[src/rtl/dual_issue_stage.sv]
// Issue stage: buffers one fetched instruction pair and dual-issues it to the
// even/odd pipes when classes and register dependences allow, else splits it.
module dual_issue_stage #(
  parameter int unsigned PC_W  = 8,
  parameter int unsigned CNT_W = 16
) (
  input  logic             clk,
  input  logic             reset,
  input  logic             fetch_valid,
  output logic             fetch_ready,
  input  logic [31:0]      fetch_instr0,
  input  logic [31:0]      fetch_instr1,
  input  logic [PC_W-1:0]  fetch_pc,
  input  logic             fetch_pipe0,
  input  logic             fetch_pipe1,
  input  logic             fetch_wr0,
  input  logic             issue_stall,
  input  logic             branch_taken,
  input  logic [PC_W-1:0]  pc_wb,
  output logic [31:0]      instr_even,
  output logic [31:0]      instr_odd,
  output logic [PC_W-1:0]  pc,
  output logic             redirect_valid,
  output logic [PC_W-1:0]  redirect_pc,
  output logic [CNT_W-1:0] dual_count
);

  localparam logic [1:0] ST_EMPTY  = 2'd0;
  localparam logic [1:0] ST_PAIR   = 2'd1;
  localparam logic [1:0] ST_SECOND = 2'd2;

  logic [1:0]      state;
  logic [31:0]     slot0;
  logic [31:0]     slot1;
  logic            slot0_pipe;
  logic            slot1_pipe;
  logic            pair_dep;
  logic [PC_W-1:0] pair_pc;

  logic [6:0] rt0;
  logic [6:0] ra1;
  logic [6:0] rb1;
  logic       fetch_dep;
  logic       go;
  logic       dual_now;
  logic       accept;

  // Fields are numbered MSB-first in the ISA: rt=[25:31] is bits [6:0] here,
  // ra=[18:24] is [13:7], rb=[11:17] is [20:14].
  always_comb begin
    rt0       = fetch_instr0[6:0];
    ra1       = fetch_instr1[13:7];
    rb1       = fetch_instr1[20:14];
    fetch_dep = fetch_wr0 & ((rt0 == ra1) | (rt0 == rb1));
  end

  always_comb begin
    go          = ~issue_stall & ~branch_taken;
    dual_now    = (state == ST_PAIR) & ~slot0_pipe & slot1_pipe & ~pair_dep;
    fetch_ready = go & ((state == ST_EMPTY) | (state == ST_SECOND) | dual_now);
    accept      = fetch_valid & fetch_ready;
  end

  always_ff @(posedge clk or posedge reset) begin
    if (reset) begin
      state          <= ST_EMPTY;
      slot0          <= '0;
      slot1          <= '0;
      slot0_pipe     <= 1'b0;
      slot1_pipe     <= 1'b0;
      pair_dep       <= 1'b0;
      pair_pc        <= '0;
      instr_even     <= '0;
      instr_odd      <= '0;
      pc             <= '0;
      redirect_valid <= 1'b0;
      redirect_pc    <= '0;
      dual_count     <= '0;
    end else begin
      redirect_valid <= branch_taken;
      if (branch_taken) begin
        redirect_pc <= pc_wb;
        state       <= ST_EMPTY;
        instr_even  <= '0;
        instr_odd   <= '0;
      end else if (!issue_stall) begin
        case (state)
          ST_PAIR: begin
            pc <= pair_pc;
            if (dual_now) begin
              instr_even <= slot0;
              instr_odd  <= slot1;
              state      <= ST_EMPTY;
              if (dual_count != '1) dual_count <= dual_count + CNT_W'(1);
            end else begin
              instr_even <= slot0_pipe ? '0 : slot0;
              instr_odd  <= slot0_pipe ? slot0 : '0;
              state      <= ST_SECOND;
            end
          end
          ST_SECOND: begin
            instr_even <= slot1_pipe ? '0 : slot1;
            instr_odd  <= slot1_pipe ? slot1 : '0;
            pc         <= pair_pc + PC_W'(1);
            state      <= ST_EMPTY;
          end
          default: begin
            instr_even <= '0;
            instr_odd  <= '0;
            state      <= ST_EMPTY;
          end
        endcase
        // A newly accepted pair overrides the drain transition above; the
        // outgoing slot values were already sampled from the old registers.
        if (accept) begin
          slot0      <= fetch_instr0;
          slot1      <= fetch_instr1;
          slot0_pipe <= fetch_pipe0;
          slot1_pipe <= fetch_pipe1;
          pair_dep   <= fetch_dep;
          pair_pc    <= fetch_pc;
          state      <= ST_PAIR;
        end
      end
    end
  end

endmodule

[config.mk]
export PLATFORM = sky130hd
export DESIGN_NAME = dual_issue_stage
export DESIGN_NICKNAME = d
export VERILOG_FILES = /design/src/rtl/dual_issue_stage.sv
export SDC_FILE = /design/constraint.sdc
export NUM_CORES = 1
export LEC_CHECK = 0
export CORE_MARGIN = 2
export CORE_UTILIZATION = 60
export DETAILED_ROUTE_END_ITERATION = 10
export DONT_BUFFER_PORTS = 1
export MAX_ROUTING_LAYER = met4
export PLACE_DENSITY = 0.78
export SETUP_SLACK_MARGIN = 0.4
export SYNTH_ARGS = -nofsm -noshare
export SYNTH_HDL_FRONTEND = slang
export SYNTH_SLANG_ARGS = --single-unit
export TNS_END_PERCENT = 100
[constraint.sdc]
create_clock -name clk -period 8.4 [get_ports clk]
set_clock_uncertainty 0.05 [all_clocks]
set_input_delay 1.68 -clock clk [delete_from_list [all_inputs] [get_ports clk]]
set_output_delay 1.68 -clock clk [all_outputs]
set_load 0.05 [all_outputs]
==> run summary, run 1 <==
The count of boundary I/O pins came out at 186. Headroom to the max-slew limit came out at 0.218. The register bit total from synthesis is 174. The core region is 0.0121 sq mm. The overall fraction of global-route tracks in use is 0.269. The via count of the first global-routing pass is 4,999.

Traced cell by cell, the critical path runs through nor2_1, o31a_1. The critical path is of the input port to primary output type. The initialized floorplan defines 40 standard-cell rows. The number of instances in the synthesized netlist came out at 622.

The path class of the tightest hold or removal check is flip-flop to flip-flop. The max-slew violation count came out at 0. The clock period minus final worst setup slack came out at 4.35 ns.

The y dimension of the die is 116 um. STA classifies the critical path endpoint as a primary output. After detailed routing, the average wire length per cell comes to 21.4 um. The summed negative setup slack over all endpoints is 0 ns.

The number of logic stages on the critical path including buffering is 2. The worst-case IR drop observed on VDD is 206 uV. The highest clock rate is 230 MHz. For this design, the slowest cell found on the critical path is o31a_1. The synthesized netlist occupies a cell area of 0.00747 sq mm. The actual slew at the worst max-slew pin came out at 1.17 ns. The half-perimeter wire length after detailed placement is 11,200 um. The clock transition at the register clock pins on the worst setup and hold paths after CTS came out at 0.06 ns. Fill cells in the final layout number 895. The share of layout cells above drive strength 1 is 0.201.

Measured along the x axis, the die boundary spans 116 um. The count of H-tree levels built during CTS came out at 4. The arrival time of the worst setup path is 2.62 ns. The maximum clock path buffer count came out at 2. The clock root buffer is clkbuf_16. The die covers 0.0134 sq mm.

The post-synthesis to final-layout area growth came out at 8.45%. In the routed layout, each cell is associated on average with a via count of 6.24. The areal power density over the cells is 254 mW/mm^2. The net count of the mapped netlist came out at 715. The kind of launch point of the worst setup path is an input port. The count of buffers added by post-CTS timing repair for setup is 0. The number of buffers and inverters on the critical path is 0. The global placement routability congestion came out at 0.873.

The number of hold violations in the final report came out at 0. The remaining number of nets flagged by the antenna check after routing came out at 0. The number of violations reported at the end of detailed-routing iteration 0 is 397.

Setup repair after global routing left no endpoint under its margin. Summed over all layers, the routed wires come to 16,800 um. The starting density of the core is 0.619. The final net count is 699. The initial antenna violation count came to 1. Counting every sink on the clock net gives 174.

The dominant register cell in the synthesized netlist is dfrtp_1. The worst register-to-register path has a depth of 5. In this run the static leakage power is 3.38 nW. TritonCTS built the clock tree.

The sequential area share after synthesis is 0.583. After clock tree synthesis, the repair step resized 0 gates. The number of port buffers is 0. For the worst-skew pair, the clock arrives at the later sink with an insertion delay of 0.42 ns. The endpoint required time on the critical path is 6.67 ns.

The distinct cell type count of the synthesized netlist came out at 36. The number of flops mapped to enable cells by yosys is 0. Among cell families on the critical path, the largest total delay comes from compound AO/OA/AOI/OAI gates.

The flow ran to the end, and the final reports show no timing, DRC or antenna violations. Measured on the finished design, the core utilization comes to 0.671. Setup violations remaining at the end of the flow were counted as 0. Entering global routing, the biggest net connects 89 pins. The number of violations of the max-capacitance limit came out at 0.

Averaged over all synthesized cells, the footprint is 12.0 sq um. The highest cell delay on the worst timing path came out at 0.56 ns. The number of detailed-route iterations in the first pass came out at 4. The routed layout has 4,897 vias. After global routing the overflow that remains totals 0.

Buffers inserted during clock tree synthesis total 17. The fraction of registers with async set or reset after synthesis came out at 1.00. The worst hold path cell count is 1. The final critical-path share of the clock period is 0.517. The first global-routing pass estimated 26,600 um of wire. The maximum fanout along the worst path came out at 12. The number of warnings issued by yosys is 0. Hold repair after CTS inserted 0 buffers. For this run, design rule violations remaining after detail routing come to 0.
[worst paths after layout]
path                                       from                          to  slack (ns)
max in group asynchronous                 reset       slot1[23]$_DFFE_PP0P_        5.46
hold reg to reg            state[0]$_DFFE_PP0P_        state[0]$_DFFE_PP0P_        0.46
min in group asynchronous                 reset  redirect_pc[7]$_DFFE_PP0P_        1.19
hold / removal             state[0]$_DFFE_PP0P_        state[0]$_DFFE_PP0P_        0.46
setup reg to reg           state[1]$_DFFE_PP0P_      pair_pc[6]$_DFFE_PP0P_        5.68
setup / recovery                   branch_taken                 fetch_ready        4.05
[cell usage after synthesis, types with 3 or more instances]
master | count | share of area
a21oi_1 | 3 | 0.0020
a22oi_1 | 64 | 0.064
and4_1 | 5 | 0.0059
buf_2 | 6 | 0.0040
buf_6 | 5 | 0.0075
clkbuf_1 | 30 | 0.015
dfrtp_1 | 174 | 0.58
ha_1 | 5 | 0.0084
inv_1 | 5 | 0.0025
mux2_2 | 67 | 0.10
mux2_4 | 17 | 0.034
nand2_1 | 83 | 0.042
nand3_1 | 6 | 0.0040
nand4_1 | 10 | 0.0084
nor2_1 | 12 | 0.0060
o21ai_0 | 74 | 0.050
xnor2_1 | 18 | 0.021
xor2_1 | 14 | 0.016
[layout by cell type, fill, tap and decap left out, types with 3 or more instances in the layout]
cell type  count
xnor2_1       18
nand3_1        6
nand2_1       82
mux2_2        67
mux2_4        17
ha_1           5
clkbuf_16     17
a22oi_1       64
clkinv_2       4
nand4_1       10
buf_4          7
o21ai_0       74
xor2_1        14
nor2_1        12
and4_1         5
inv_1          4
dfrtp_1      174
clkbuf_8       3
a21oi_1        3
[worst register-to-register path: stages, from the launching register on]
cell      delay (ns)
dfrtp_1         0.41
inv_1           0.09
ha_1            0.21
and4bb_1        0.38
o311a_4         0.95
mux2_2          0.53
[kinds of logic after synthesis]
logic type	count (synthesis)	share of synthesized area
buffers and inverters	47	0.0297
adder cells (fa/ha/maj)	5	0.00838
flip-flops	174	0.583
AO/OA/AOI/OAI	148	0.124
AND/OR/NAND/NOR	130	0.0796
XOR/XNOR	32	0.0375
multiplexers	86	0.138
[power breakdown]
part / leakage (nW) / internal (mW) / switching [mW]
Combinational: 0.878 / 0.114 / 0.0894
Sequential: 2.24 / 0.945 / 0.180
Clock: 0.263 / 0.424 / 0.302
Total: 3.38 / 1.48 / 0.571
[layout make-up]
| cell class | instances | area (sq um) | share of cell area |
|---|---|---|---|
| antenna | 1 | 2.50 | 0.000309 |
| clock buffer | 22 | 474 | 0.0586 |
| clock inverter | 7 | 65.1 | 0.00804 |
| inverter | 5 | 23.8 | 0.00294 |
| multi-input combinational | 401 | 2910 | 0.360 |
| sequential | 174 | 4350 | 0.538 |
| tap | 168 | 210 | 0.0260 |
| timing repair buffer | 7 | 52.6 | 0.00649 |
[state kept, by name, indices dropped and copies added, names as in the netlist]
signal          cells
state               2
slot0_pipe          1
slot1              32
pair_pc             8
instr_even         32
slot0              32
redirect_pc         8
slot1_pipe          1
dual_count         16
pc                  8
pair_dep            1
instr_odd          32
redirect_valid      1
[metrics by stage]
step           total power, mW  setup slack, ns  area [sq um]  hold slack [ns]  instances
2_1_floorplan             1.28             1.95          7470            0.428        622
3_3_place_gp              1.32             4.13          7550            0.444        755
3_5_place_dp              1.34             4.07          7550            0.455        755
4_1_cts                   2.07             4.07          8090            0.472        784
5_1_grt                   2.14             4.03          8100            0.482        785
6_report                  2.05             4.05          8100            0.463        785
[routing by layer]
metal | share of wire | global-route usage | routed length, um
met1 | 0.40 | 0.340 | 6740
met2 | 0.49 | 0.415 | 8270
met3 | 0.085 | 0.0805 | 1430
met5 | 0 | - | 0
met4 | 0.023 | 0.0972 | 395
Power figures use the tool's default switching activity.
==> run 2: changes to the inputs <==
--- a/config.mk
+++ b/config.mk
@@ -6,11 +6,11 @@
 export NUM_CORES = 1
 export LEC_CHECK = 0
 export CORE_MARGIN = 2
-export CORE_UTILIZATION = 60
+export CORE_UTILIZATION = 57
 export DETAILED_ROUTE_END_ITERATION = 10
 export DONT_BUFFER_PORTS = 1
 export MAX_ROUTING_LAYER = met4
-export PLACE_DENSITY = 0.78
+export PLACE_DENSITY = 0.77
 export SETUP_SLACK_MARGIN = 0.4
 export SYNTH_ARGS = -nofsm -noshare
 export SYNTH_HDL_FRONTEND = slang
==> constraint.sdc (replaced) <==
create_clock -name clk -period 3.55 [get_ports clk]
set_clock_uncertainty 0.05 [all_clocks]
set_input_delay 0.71 -clock clk [delete_from_list [all_inputs] [get_ports clk]]
set_output_delay 0.71 -clock clk [all_outputs]
set_load 0.05 [all_outputs]
==> run summary, run 2 (synthesized netlist as in run 1, its figures left out) <==
The run finished with clean final reports. The initial antenna violation count is 0 (-1). The wire length of the first global-routing pass is 27,500 um (+3.5%). The pin count of the biggest net entering global routing came out at 175 (+97%). The half-perimeter wire length after detailed placement is 11,300 um (+1.6%).

The final net count came out at 701 (+0.29%). The number of violations reported at the end of detailed-routing iteration 0 was 466 (+17%). The summed negative setup slack over all endpoints came out at 0 ns (unchanged). The power share of the combinational group is 0.092 (-0.007). The pre-CTS setup slack is 0.954 ns (-3.11 ns).

The number of buffers added by the clock tree synthesis step is 17 (unchanged). The remaining number of nets flagged by the antenna check after routing is 0 (unchanged). The count of H-tree levels built during CTS came to 4 (unchanged). The total design power is 5.25 mW (+160%). The highest clock rate is 363 MHz. The via count of the first global-routing pass came out at 5,040 (+0.82%). The number of detailed-route iterations in the first pass is 5 (+1).

The switching power of the nets is 1.40 mW (+150%). The max-slew violation count came out at 0 (unchanged). By startpoint and endpoint, the worst setup path is classified as flip-flop to primary output. The count of placed standard cells including taps is 761 (+0.79%).

The number of hold violations in the final report was 0 (unchanged). The overall fraction of global-route tracks in use was 0.259 (-0.00990). The endpoint required time on the critical path is 2.79 ns (-3.88 ns). The number of buffers and inverters on the critical path came out at 1 (+1). The clock latency on the worst-skew pair is 0.43 ns (about the same). Leaving out fill and tap cells, the most frequent cells in the layout are dfrtp_1 (174), nand2_1 (82), o21ai_0 (74). TritonCTS built the clock tree. In this run the critical register-to-register path is launched from state[1]$_DFFE_PP0P_. The count of boundary I/O pins is 186 (unchanged). The filler-free cell count of the finished design came to 793 (+1.0%).

The arrival time of the worst setup path came out at 2.00 ns (-0.62 ns). The number of diodes added for antenna fixing came out at 0 (-1). The number of cells traversed by the worst register-to-register path is 6 (+1). The areal power density over the cells is 635 mW/mm^2 (+150%). The critical path goes through inv_1, ha_1, and4bb_1, o31a_1. The library cell contributing the largest single delay on the critical path is o31a_1. The core footprint is 0.0127 sq mm (+5.5%).

After layout, the minimum clock period comes to 2.76 ns. In this run the critical register-to-register path is captured at slot1[2]$_DFFE_PP0P_. The highest cell delay on the worst timing path came to 0.50 ns (-0.06 ns). The share of layout cells above drive strength 1 is 0.211 (+0.00965). The switching share of total power is 0.267 (-0.0108).

The overflow left after global routing is 0 (unchanged). The via-per-instance ratio came out at 6.16 (-1.2%). The worst min-delay path startpoint is branch_taken.

The leading cell type in the layout, fill and taps excluded is dfrtp_1. The global placement routability congestion is 0.866 (-0.76%). The wire length reported by the detailed router is 16,900 um (+0.64%). The final count of negative-setup-slack endpoints came out at 0 (unchanged). The number of port buffers came out at 0 (unchanged). Of the available clock period, the critical path in the final layout requires 0.776.

The post-cts repair resize count is 0 (unchanged). The kind of cell with the highest combined delay along the critical path is compound AO/OA/AOI/OAI gates. Setup repair after global routing left no endpoint under its margin. The worst slew slack as a fraction of its limit was 0.398 (+0.180).

The number of violations of the max-capacitance limit is 0 (unchanged). The standard-cell row count came to 41 (+2.5%). STA classifies the critical path startpoint as a flip-flop. The count of buffers added by post-CTS timing repair for setup was 0 (unchanged). The floorplan die area is 0.0140 sq mm (+5.1%). The actual slew at the worst max-slew pin was 0.900 ns (-0.274 ns). The cts-stage hold buffer count came to 0 (unchanged). The final setup slack of the worst path is 0.794 ns (-3.26 ns). The standard cell area after detailed placement is 0.00760 sq mm (+0.58%). The starting density of the core came to 0.587 (-0.0321). The clock net sink count is 174 (unchanged). The part of the total power dissipated in sequential elements came out at 0.506 (-0.042). The number of logic stages on the critical path including buffering is 4 (+2). The internal portion of total power is 3.85 mW (+160%). The utilization after layout came out at 0.650 (-0.0210). The worst hold-check path type is input port to flip-flop. STA classifies the critical path endpoint as a primary output. The design area is 0.00827 sq mm (+2.2%). The worst hold slack after final layout is 0.264 ns (-0.199 ns). The clock transition at the register clock pins on the worst setup and hold paths after CTS was 0.06 ns (about the same).

The worst-case vdd ir drop is 353 uV (+71%). For hold timing, the worst endpoint is redirect_valid$_DFF_PP0_. The number of remaining DRC errors came to 0 (unchanged). The leakage power is 3.46 nW (+2.5%). The maximum clock path buffer count is 2 (unchanged). The cell sitting at the root of the clock tree is a clkbuf_16. The average routed wire per standard cell came out at 21.4 um (-0.37%). The share of power burned in the clock network is 0.402 (+0.049). The y dimension of the die is 118 um (+2.5%). The worst hold path cell count is 0 (-1). The post-synthesis to final-layout area growth came out at 10.8%. The slack of the worst reg-to-reg path came out at 1.02 ns (-4.66 ns). The maximum fanout along the worst path came out at 7 (-5). The total via count in the routed design came to 4,887 (-0.20%). The overall die width came out at 118 um (+2.5%).
run 2: how the worst max path moves through the flow:
stage | to | start
final | fetch_ready | state[1]$_DFFE_PP0P_
after global routing | fetch_ready | state[1]$_DFFE_PP0P_
after CTS | fetch_ready | state[1]$_DFFE_PP0P_
after detailed placement | slot0[13]$_DFFE_PP0P_ | branch_taken
after global placement | slot0[10]$_DFFE_PP0P_ | branch_taken
after floorplan | dual_count[0]$_DFFE_PP0P_ | reset
run 2: area by class of cell:
cell class,count,area (sq um)
clock buffers,18,439
inverters,5,22.5
well taps,172,215
repair buffers,9,92.6
multi-input cells,401,2910
fillers,993,4450
flip-flops and latches,174,4350
clock inverters,14,235
run 2: metal layers:
metal  global-route usage  share of wire  vias to the layer above
li1                     -              -                     2183
met1                0.315           0.40                     2489
met2                0.401           0.49                      193
met3               0.0985          0.085                       22
met4               0.0900          0.017                        0
met5                    -              0                        -
run 2: worst register-to-register path, delay by kind of cell, from the launching register on:
family / cells / cell delay [ns]
buffers and inverters: 2 / 0.44
multiplexers: 1 / 0.41
adder cells (fa/ha/maj): 1 / 0.20
flip-flops: 1 / 0.40
AO/OA/AOI/OAI: 1 / 0.55
AND/OR/NAND/NOR: 1 / 0.38
run 2: power by group through the flow:
| stage | Clock, mW | Sequential [mW] | Combinational [mW] |
|---|---|---|---|
| 2_1_floorplan | 0 | 2.62 | 0.414 |
| 3_3_place_gp | 0 | 2.67 | 0.462 |
| 3_5_place_dp | 0 | 2.69 | 0.486 |
| 4_1_cts | 2.14 | 2.66 | 0.490 |
| 5_1_grt | 2.24 | 2.70 | 0.539 |
| 6_report | 2.11 | 2.66 | 0.484 |
==> run 3: changes to the inputs <==
==> constraint.sdc (replaced) <==
create_clock -name clk -period 2.24 [get_ports clk]
set_clock_uncertainty 0.05 [all_clocks]
set_input_delay 0.448 -clock clk [delete_from_list [all_inputs] [get_ports clk]]
set_output_delay 0.448 -clock clk [all_outputs]
set_load 0.05 [all_outputs]
==> run summary, run 3 (synthesized netlist as in run 1, its figures left out) <==
The starting density of the core came to 0.587 (unchanged). The initial antenna violation count came to 1 (+1). The via-per-instance ratio came to 6.33 (+2.7%). The count of boundary I/O pins came to 186 (unchanged).

The count of placed standard cells including taps was 790 (+3.8%). The number of cells traversed by the worst register-to-register path came out at 7 (+1). The half-perimeter wire length after detailed placement came to 12,400 um (+9.7%). The average routed wire per standard cell is 24.2 um (+13%). The count of H-tree levels built during CTS came out at 4 (unchanged). The number of violations of the max-capacitance limit is 0 (unchanged). The number of violations reported at the end of detailed-routing iteration 0 came out at 449 (-3.6%). The worst hold path cell count is 1 (+1). The clock net sink count is 174 (unchanged). The overall fraction of global-route tracks in use is 0.309 (+0.0500). The overall die width came out at 118 um (unchanged). The share of power burned in the clock network is 0.362 (-0.040). The clock latency on the worst-skew pair is 0.43 ns (about the same). The standard cell area after detailed placement came to 0.00792 sq mm (+4.2%). The max-slew violation count came to 0 (unchanged).

The final net count is 750 (+7.0%). The summed negative setup slack over all endpoints came out at -0.0267 ns (-0.0267 ns). TritonCTS built the clock tree.

Setup repair after global routing could not meet its margin everywhere. The number of detailed-route iterations in the first pass was 5 (unchanged). The final setup slack of the worst path came out at -0.0267 ns (-0.821 ns). The kind of end point of the critical path is a primary output. The areal power density over the cells came out at 905 mW/mm^2 (+43%).

The wire length reported by the detailed router came out at 20,400 um (+21%). The final critical-path share of the clock period is 1.01. The power share of the combinational group came out at 0.136 (+0.044). The library cell used most frequently in the layout, excluding fill and tap cells, is dfrtp_1. The clock transition at the register clock pins on the worst setup and hold paths after CTS came out at 0.06 ns (about the same). The kind of launch point of the worst setup path is a flip-flop. The total via count in the routed design was 5,335 (+9.2%). The filler-free cell count of the finished design came out at 843 (+6.3%). The arrival time of the worst setup path came out at 1.77 ns (-0.23 ns). The wire length of the first global-routing pass is 32,200 um (+17%). The global placement routability congestion is 0.884 (+2.1%). The endpoint required time on the critical path is 1.74 ns (-1.05 ns). The remaining number of nets flagged by the antenna check after routing came out at 0 (unchanged).

Static timing analysis puts the maximum clock frequency at 441 MHz. The maximum fanout along the worst path is 3 (-4). The internal portion of total power is 6.09 mW (+58%).

The number of port buffers came out at 0 (unchanged). The standard-cell row count is 41 (unchanged). The final count of negative-setup-slack endpoints is 1 (+1).

The clock period minus final worst setup slack came out at 2.27 ns. The core footprint is 0.0127 sq mm (unchanged). The utilization after layout came out at 0.736 (+0.0862).

The switching power of the nets is 2.39 mW (+70%). The number of remaining DRC errors is 0 (unchanged). The share of layout cells above drive strength 1 is 0.343 (+0.132).

The pin count of the biggest net entering global routing is 59 (-66%). The area occupied by registers is 0.00435 sq mm (unchanged). The number of fill cells in the layout was 838 (-16%). The via count of the first global-routing pass is 5,622 (+12%).

The floorplan die area came out at 0.0140 sq mm (unchanged). The setup path with the least slack is of type flip-flop to primary output. The y dimension of the die was 118 um (unchanged). The switching share of total power came out at 0.282 (+0.0146). The worst-case vdd ir drop is 566 uV (+61%). The top cell types in the final layout, fill and taps aside, are dfrtp_1 (174), nand2_1 (81), mux2_4 (76). The slack of the worst reg-to-reg path came to 0.06 ns (-0.96 ns). The total area of multi-input combinational cells came out at 0.00345 sq mm (+18%).

The worst slew slack as a fraction of its limit came out at 0.548 (+0.150). From synthesis to final layout, the design area changed by 25.5%. The number of hold violations in the final report is 0 (unchanged). The overflow left after global routing is 0 (unchanged). The leakage power came to 3.97 nW (+15%).

The maximum clock path buffer count is 2 (unchanged). The design area is 0.00937 sq mm (+13%). In this run the worst hold path is classified as input port to flip-flop. The final reports fail on setup timing. The part of the total power dissipated in sequential elements is 0.502 (-0.004). The flow ran to the end, but the final reports show violations.

The actual slew at the worst max-slew pin is 0.677 ns (-0.223 ns). The number of buffers added by the clock tree synthesis step is 17 (unchanged). In this run the clock root is driven by a clkbuf_16.
-- run 3: cell types whose count changed in the layout (fill, tap and decap cells not counted), sizes merged --
cell / previous run / this run
buf: 9 / 55
clkbuf: 18 / 22
bufinv: 6 / 3
clkinvlp: 1 / 3
dlygate4sd3: 0 / 2
inv: 7 / 5
a21oi: 4 / 5
clkinv: 5 / 4
diode: 0 / 1
-- run 3: cell type report --
class,instances,area share
multi-input cells,402,0.368
diodes,1,0.000267
flip-flops and latches,174,0.465
well taps,172,0.0230
repair buffers,57,0.0755
clock buffers,22,0.0517
clock inverters,10,0.0143
inverters,5,0.00240
-- run 3: timing repair --
action                     in CTS  in global routing
buffers inserted               10                  2
pin swaps                      16                 18
resized for setup             139                 24
gates cloned                    6                  0
hold buffers                    2                  0
hold endpoints to repair       20                  0
setup endpoints to repair     125                145
-- run 3: critical path: stages, from the launching register on --
cell and delay [ns]:
dfrtp_1 0.42, ha_4 0.18, and4bb_1 0.21, buf_6 0.13
o31a_4 0.41
-- run 3: path summary, 6_finish.rpt --
check                                          start                         end
setup / recovery                state[0]$_DFFE_PP0P_                 fetch_ready
hold reg to reg            dual_count[3]$_DFFE_PP0P_   dual_count[3]$_DFFE_PP0P_
min in group asynchronous                      reset   instr_odd[25]$_DFFE_PP0P_
hold / removal                          branch_taken        state[1]$_DFFE_PP0P_
setup reg to reg                state[0]$_DFFE_PP0P_       slot0[31]$_DFFE_PP0P_
max in group asynchronous                      reset  instr_even[16]$_DFFE_PP0P_
-- run 3: power by group through the flow --
stage | clock [mW] | combinational [mW] | sequential, mW
2_1_floorplan | 0 | 0.665 | 4.16
3_3_place_gp | 0 | 0.838 | 4.19
3_5_place_dp | 0 | 0.884 | 4.21
4_1_cts | 3.10 | 1.13 | 4.22
5_1_grt | 3.24 | 1.24 | 4.30
6_report | 3.07 | 1.15 | 4.26
-- run 3: stage by stage --
step / hold WS, ns / worst slack [ns] / power, mW
final: 0.0300 / -0.0267 / 8.48
after global routing: 0.0146 / -0.0722 / 8.78
after CTS: 0.00915 / -0.0287 / 8.45
after detailed placement: 0.393 / 0.186 / 5.10
after global placement: 0.374 / 0.295 / 5.03
after floorplan: 0.429 / -0.483 / 4.82
-- run 3: routing by layer --
layer,up-vias,share of wire,GRT usage
met5,-,0,-
met4,0,0.024,0.116
met3,48,0.067,0.0796
met2,258,0.52,0.504
met1,2736,0.39,0.373
li1,2293,-,-
